--- src/rtl/md_rx_if.sv ---
// MD valid/ready bus between an MD master and an MD responder.
// The master drives the transfer and the responder answers with ready/err.
interface md_rx_if #(
    parameter int DATA_WIDTH = 32
);
    localparam int BYTES        = DATA_WIDTH / 8;
    localparam int OFFSET_WIDTH = ($clog2(BYTES) > 0) ? $clog2(BYTES) : 1;
    localparam int SIZE_WIDTH   = $clog2(BYTES) + 1;

    logic                    md_valid;
    logic [DATA_WIDTH-1:0]   md_data;
    logic [OFFSET_WIDTH-1:0] md_offset;
    logic [SIZE_WIDTH-1:0]   md_size;
    logic                    md_ready;
    logic                    md_err;

    modport master (
        output md_valid, md_data, md_offset, md_size,
        input  md_ready, md_err
    );

    modport slave (
        input  md_valid, md_data, md_offset, md_size,
        output md_ready, md_err
    );
endinterface

--- src/rtl/md_rx_responder.sv ---
// MD responder: completes MD transfers with ready/err and queues the addressed
// bytes of each legal transfer in a first-word fall-through output FIFO.
// Optional wait states are enabled by defining MD_RSP_WAIT_STATES_EN.
//
// state | meaning
// IDLE  | waiting for md_valid; FIFO space is reserved here
// RESP  | md_ready (and md_err for illegal transfers) high for one cycle
// WAIT  | extra response delay, counted down from wait_cycles (macro only)
module md_rx_responder #(
    parameter int DATA_WIDTH = 32,
    parameter int FIFO_DEPTH = 4,
    localparam int BYTES        = DATA_WIDTH / 8,
    localparam int OFFSET_WIDTH = ($clog2(BYTES) > 0) ? $clog2(BYTES) : 1,
    localparam int SIZE_WIDTH   = $clog2(BYTES) + 1,
    localparam int PTR_WIDTH    = $clog2(FIFO_DEPTH)
) (
    input  logic                  clk,
    input  logic                  reset_n,
    md_rx_if.slave                md,
`ifdef MD_RSP_WAIT_STATES_EN
    input  logic [3:0]            wait_cycles,
`endif
    output logic                  out_valid,
    output logic [DATA_WIDTH-1:0] out_data,
    output logic [SIZE_WIDTH-1:0] out_size,
    input  logic                  out_ready,
    output logic [PTR_WIDTH:0]    fifo_lvl
);

`ifdef MD_RSP_WAIT_STATES_EN
    typedef enum logic [1:0] {IDLE, RESP, WAIT} state_t;
    logic [3:0] cnt_q, cnt_d;
`else
    typedef enum logic [1:0] {IDLE, RESP} state_t;
`endif

    state_t state_q, state_d;
    logic   err_q, err_d;
    logic   ready_q, ready_d;
    logic   rsp_err_q, rsp_err_d;

    logic                  illegal;
    logic [SIZE_WIDTH:0]   span;
    logic [DATA_WIDTH-1:0] shifted;
    logic [DATA_WIDTH-1:0] extracted;

    logic [DATA_WIDTH-1:0] data_mem [FIFO_DEPTH];
    logic [SIZE_WIDTH-1:0] size_mem [FIFO_DEPTH];
    logic [PTR_WIDTH-1:0]  wr_ptr, rd_ptr;
    logic [PTR_WIDTH:0]    lvl;
    logic                  fifo_full, push, pop;

    // Legality check and byte extraction; the span is one bit wider than
    // md_size so offset+size can never wrap back into the legal range.
    always_comb begin
        span    = {1'b0, md.md_size}
                + {{(SIZE_WIDTH + 1 - OFFSET_WIDTH){1'b0}}, md.md_offset};
        illegal = (md.md_size == '0) || (span > (SIZE_WIDTH + 1)'(BYTES));
        shifted = md.md_data >> (8 * md.md_offset);
        for (int i = 0; i < BYTES; i++) begin
            extracted[8*i +: 8] = (i < int'(md.md_size)) ? shifted[8*i +: 8] : 8'h00;
        end
    end

    // Next-state logic; ready/err are derived from the next state so both
    // come straight out of flops.
    always_comb begin
        state_d = state_q;
        err_d   = err_q;
`ifdef MD_RSP_WAIT_STATES_EN
        cnt_d   = cnt_q;
`endif
        case (state_q)
            IDLE: begin
                if (md.md_valid && (illegal || !fifo_full)) begin
                    err_d = illegal;
`ifdef MD_RSP_WAIT_STATES_EN
                    if (wait_cycles != 4'd0) begin
                        state_d = WAIT;
                        cnt_d   = wait_cycles;
                    end else begin
                        state_d = RESP;
                    end
`else
                    state_d = RESP;
`endif
                end
            end
            RESP: state_d = IDLE;
`ifdef MD_RSP_WAIT_STATES_EN
            WAIT: begin
                if (cnt_q == 4'd1) begin
                    state_d = RESP;
                end else begin
                    cnt_d = cnt_q - 4'd1;
                end
            end
`endif
            default: state_d = IDLE;
        endcase
        ready_d   = (state_d == RESP);
        rsp_err_d = ready_d && err_d;
    end

    // FSM and response registers.
    always_ff @(posedge clk) begin
        if (!reset_n) begin
            state_q   <= IDLE;
            err_q     <= 1'b0;
            ready_q   <= 1'b0;
            rsp_err_q <= 1'b0;
`ifdef MD_RSP_WAIT_STATES_EN
            cnt_q     <= 4'd0;
`endif
        end else begin
            state_q   <= state_d;
            err_q     <= err_d;
            ready_q   <= ready_d;
            rsp_err_q <= rsp_err_d;
`ifdef MD_RSP_WAIT_STATES_EN
            cnt_q     <= cnt_d;
`endif
        end
    end

    assign md.md_ready = ready_q;
    assign md.md_err   = rsp_err_q;

    assign fifo_full = (lvl == (PTR_WIDTH + 1)'(FIFO_DEPTH));
    assign push      = ready_q && !rsp_err_q;
    assign pop       = out_valid && out_ready;

    // FIFO storage; contents need no reset because the level gates the outputs.
    always_ff @(posedge clk) begin
        if (push) begin
            data_mem[wr_ptr] <= extracted;
            size_mem[wr_ptr] <= md.md_size;
        end
    end

    // FIFO pointers and occupancy.
    always_ff @(posedge clk) begin
        if (!reset_n) begin
            wr_ptr <= '0;
            rd_ptr <= '0;
            lvl    <= '0;
        end else begin
            if (push) wr_ptr <= wr_ptr + 1'b1;
            if (pop)  rd_ptr <= rd_ptr + 1'b1;
            case ({push, pop})
                2'b10:   lvl <= lvl + 1'b1;
                2'b01:   lvl <= lvl - 1'b1;
                default: lvl <= lvl;
            endcase
        end
    end

    assign out_valid = (lvl != '0);
    assign out_data  = out_valid ? data_mem[rd_ptr] : '0;
    assign out_size  = out_valid ? size_mem[rd_ptr] : '0;
    assign fifo_lvl  = lvl;

endmodule

--- src/flat_wrapper.sv ---
// flat-port wrapper written by rule: the top's interface ports become plain ports
module md_rx_responder_flat 
#(
    parameter int DATA_WIDTH = 32,
    parameter int FIFO_DEPTH = 4,
    localparam int BYTES        = DATA_WIDTH / 8,
    localparam int OFFSET_WIDTH = ($clog2(BYTES) > 0) ? $clog2(BYTES) : 1,
    localparam int SIZE_WIDTH   = $clog2(BYTES) + 1,
    localparam int PTR_WIDTH    = $clog2(FIFO_DEPTH)
)
  (clk, reset_n, out_valid, out_data, out_size, out_ready, fifo_lvl, md_md_valid, md_md_data, md_md_offset, md_md_size, md_md_ready, md_md_err);
  md_rx_if #(.DATA_WIDTH(DATA_WIDTH)) md_i ();
  input  logic clk;
  input  logic reset_n;
  output logic out_valid;
  output logic [DATA_WIDTH-1:0] out_data;
  output logic [SIZE_WIDTH-1:0] out_size;
  input  logic out_ready;
  output logic [PTR_WIDTH:0] fifo_lvl;
  input wire logic [$bits(md_i.md_valid)-1:0] md_md_valid;
  input wire logic [$bits(md_i.md_data)-1:0] md_md_data;
  input wire logic [$bits(md_i.md_offset)-1:0] md_md_offset;
  input wire logic [$bits(md_i.md_size)-1:0] md_md_size;
  output wire logic [$bits(md_i.md_ready)-1:0] md_md_ready;
  output wire logic [$bits(md_i.md_err)-1:0] md_md_err;
  assign md_i.md_valid = md_md_valid;
  assign md_i.md_data = md_md_data;
  assign md_i.md_offset = md_md_offset;
  assign md_i.md_size = md_md_size;
  assign md_md_ready = md_i.md_ready;
  assign md_md_err = md_i.md_err;
  md_rx_responder #(.DATA_WIDTH(DATA_WIDTH), .FIFO_DEPTH(FIFO_DEPTH)) u_core (.clk(clk), .reset_n(reset_n), .md(md_i), .out_valid(out_valid), .out_data(out_data), .out_size(out_size), .out_ready(out_ready), .fifo_lvl(fifo_lvl));
endmodule
--- config.mk ---
export PLATFORM = sky130hd
export DESIGN_NAME = md_rx_responder_flat
export DESIGN_NICKNAME = d
export VERILOG_FILES = /design/src/rtl/md_rx_if.sv /design/src/rtl/md_rx_responder.sv /design/src/flat_wrapper.sv
export SDC_FILE = /design/constraint.sdc
export NUM_CORES = 1
export LEC_CHECK = 0
export ABC_AREA = 1
export CELL_PAD_IN_SITES_DETAIL_PLACEMENT = 1
export CELL_PAD_IN_SITES_GLOBAL_PLACEMENT = 2
export CORE_ASPECT_RATIO = 1.1
export CORE_MARGIN = 2
export CORE_UTILIZATION = 36
export DETAILED_ROUTE_END_ITERATION = 10
export PLACE_DENSITY = 0.81
export SLEW_MARGIN = 25
export SYNTH_ARGS = -nofsm -noshare
export SYNTH_HDL_FRONTEND = slang
export SYNTH_SLANG_ARGS = --single-unit
export TNS_END_PERCENT = 5
--- constraint.sdc ---
create_clock -name clk -period 3.52 [get_ports clk]
set_input_delay 1.056 -clock clk [delete_from_list [all_inputs] [get_ports clk]]
set_output_delay 1.056 -clock clk [all_outputs]
set_load 0.01 [all_outputs]
==> results.txt <==
Required time worst endpoint: 2460 ps
Synthesized area: 0.00683 sq mm
Via density: 5.16
Die footprint: 0.0201 sq mm
Worst-path clk slew: 60 ps
Root Buffer: clkbuf_16
P&R area growth vs syn: 23.9%
PortBufs: 81
Fin. max-slew vios: 0
Unrepaired setup endpoints after global routing: false
Slowest cell delay on critical path: 540 ps
Delay-heaviest family, CP: buffers and inverters
Rows: 52
Hold Vio Cnt, Final: 0
Post-synth net total: 691
Critical Path End Type: output port
CP max stage cell: clkdlybuf4s50_1
Status: finished clean
Via count: 5,057
Flops & latches, synth: 153
Power density over cell area: 538 mW/mm^2
Avg WL per Cell: 19.7 um
Setup Skew: 6.32 ps
Routed WL: 19.3 mm
Residual DRC count: 0
Share of layout cells above drive strength 1: 9.77%
GRT Util Overall: 20.1%
Initial antenna violation count: 0
H-tree depth: 4
Drt pass-1 iters: 5
Die Width: 135 um
Slew @ Worst Pin: 834 ps
Hold Path Class: register to register
Antenna-violating nets left: 0
YS warnings: 0
Post-Synthesis Cells: 641
Register area share after synthesis: 65.3%
Grt ovf: 0
Static Leak: 3.08 nW
Vias in the first global route: 5,307
Crit-path cells: clkinv_2 > buf_12 > o21ai_1 > a21oi_1 > clkdlybuf4s50_1
Ports: 82
Initial Util: 37.0%
Avg Cell Area, Syn: 10.7 sq um
Worst vdd ir: 0.000336 V
Largest net degree at the start of global routing: 36
CP max FO: 30
Slew HR: 44.3%
Floorplan core area: 0.0185 sq mm
Starting DRC count in detailed routing: 358
Die Span Y: 148 um
Crit share post-route: 96.2%
Clock Latency Late Sink: 430 ps
# setup viols final: 0
GPL Wtd Cong: 0.791
CTS Sinks: 153
Fin nets: 774
Num CTS Buffers: 17
Antenna diodes: 0
CP startpoint kind: register
Critical path arrival: 2330 ps
Sum Neg Setup Slack: 0 ps
Distinct cell type count after synthesis: 29
Max frequency: 295 MHz
Crit Path Class: register to output port
Max-cap violations: 0
CP bufs+invs: 3
Max Root-Sink Buffers: 2
Tmin final: 3390 ps
Dpl hpwl: 12.6 mm
TritonCTS clock tree: done
Wire length of the first global-routing pass: 29.8 mm
Final Util: 45.8%
-- cell usage after synthesis, drive strengths merged --
cell type,instances,area (sq um)
ha,7,87.6
nand3,12,65.1
clkbuf,1,3.75
dfxtp,13,260
nor2,164,658
conb,1,3.75
fa,2,40.0
o21ai,83,415
o211ai,1,21.3
nor3,8,40.0
nand4,1,12.5
edfxtp,140,4200
clkinv,1,3.75
a31oi,8,50.1
nand2,63,258
o211a,8,80.1
o21a,8,60.1
buf,33,185
a21oi,43,215
inv,44,168
-- area by class of cell --
| type | count | area, sq um |
|---|---|---|
| flip-flops and latches | 153 | 4470 |
| repair buffers | 98 | 953 |
| clock inverters | 13 | 105 |
| inverters | 45 | 173 |
| well taps | 243 | 304 |
| clock buffers | 19 | 433 |
| fillers | 2068 | 10000 |
| multi-input cells | 409 | 2030 |
-- tightest hold or removal path, delay by kind of cell, from the launching register on --
family          cells  cell delay [ps]
flops               1              330
compound gates      1               70
buf+inv             1               60
-- power by group --
part	internal (mW)	switching, mW	total, mW
Clock	0.961	0.711	1.67
Sequential	2.03	0.0270	2.05
Combinational	0.341	0.489	0.831
-- layer usage --
layer / track usage [%] / up-vias / share of wire [%]
met3: 4.70 / 26 / 4.7
li1: - / 2367 / -
met4: 6.30 / 0 / 1.7
met2: 34.3 / 139 / 50
met5: 0 / - / 0
met1: 25.5 / 2525 / 43
-- through the flow --
stage / cells / power [mW] / hold WS (ps) / setup WS, ps / area [sq um]
finish: 980 / 4.56 / 504 / 132 / 8460
global route: 980 / 4.75 / 515 / 6.59 / 8460
CTS: 980 / 4.60 / 503 / 16.3 / 8460
detailed placement: 948 / 2.92 / 479 / 422 / 7910
global placement: 948 / 2.90 / 457 / 467 / 7910
floorplan: 641 / 2.52 / 433 / 912 / 6830
-- what timing repair did --
item	4_1_cts	5_1_grt
setup buffers	0	0
endpoints found under the setup margin	9	22
gates resized for setup	2	2
endpoints found under the hold margin	0	0
hold buffers	0	0
-- state kept, by name, indices dropped and copies added, names as in the netlist, named ones only --
signal,count
u_core.data_mem,128
u_core.wr_ptr,2
u_core.fifo_lvl,3
u_core.size_mem,12
u_core.state_q,2
u_core.md.md_err,1
u_core.rd_ptr,2
u_core.md.md_ready,1
-- final timing paths --
check / slack, ps / cells after the start / to / startpoint
max: 130 / 5 / out_data[1] / register
min reg2reg: 500 / 2 / u_core.rd_ptr[1] / u_core.rd_ptr[1]
max reg2reg: 1170 / 11 / u_core.fifo_lvl[1] / u_core.fifo_lvl[0]
min: 500 / 2 / u_core.rd_ptr[1] / u_core.rd_ptr[1]
-- cells by family (layout without fill, tap and decap cells) --
kind of cell               after synthesis  in the layout  share of synthesized area, %
DFF                                    153            153                          65.3
AOI/OAI and AO/OA                      151            151                          12.3
adders and majority gates                9              9                          1.87
and+or+nand+nor                        248            248                          15.1
other                                    1              1                        0.0549
buffers and inverters                   79            175                          5.27
-- cells in the final DEF (no fill, tap or decap), types with 4 or more instances in the layout --
| master | Yosys | final |
|---|---|---|
| clkinv_1 | 1 | 5 |
| nor2_1 | 153 | 149 |
| a21oi_1 | 43 | 43 |
| o21ai_1 | 71 | 71 |
| o21a_1 | 8 | 8 |
| ha_1 | 7 | 7 |
| clkinvlp_4 | 0 | 5 |
| inv_2 | 5 | 4 |
| edfxtp_1 | 140 | 140 |
| clkbuf_16 | 0 | 17 |
| buf_4 | 8 | 14 |
| nor3_1 | 8 | 8 |
| a31oi_1 | 8 | 8 |
| clkdlybuf4s50_1 | 0 | 80 |
| nand2_1 | 60 | 60 |
| nor2_4 | 3 | 5 |
| inv_1 | 38 | 38 |
| nor2_2 | 8 | 10 |
| dfxtp_1 | 13 | 12 |
| nand3_1 | 11 | 11 |
| o21ai_0 | 12 | 12 |
| o211a_1 | 8 | 8 |
(Power assumes the default switching activity.)
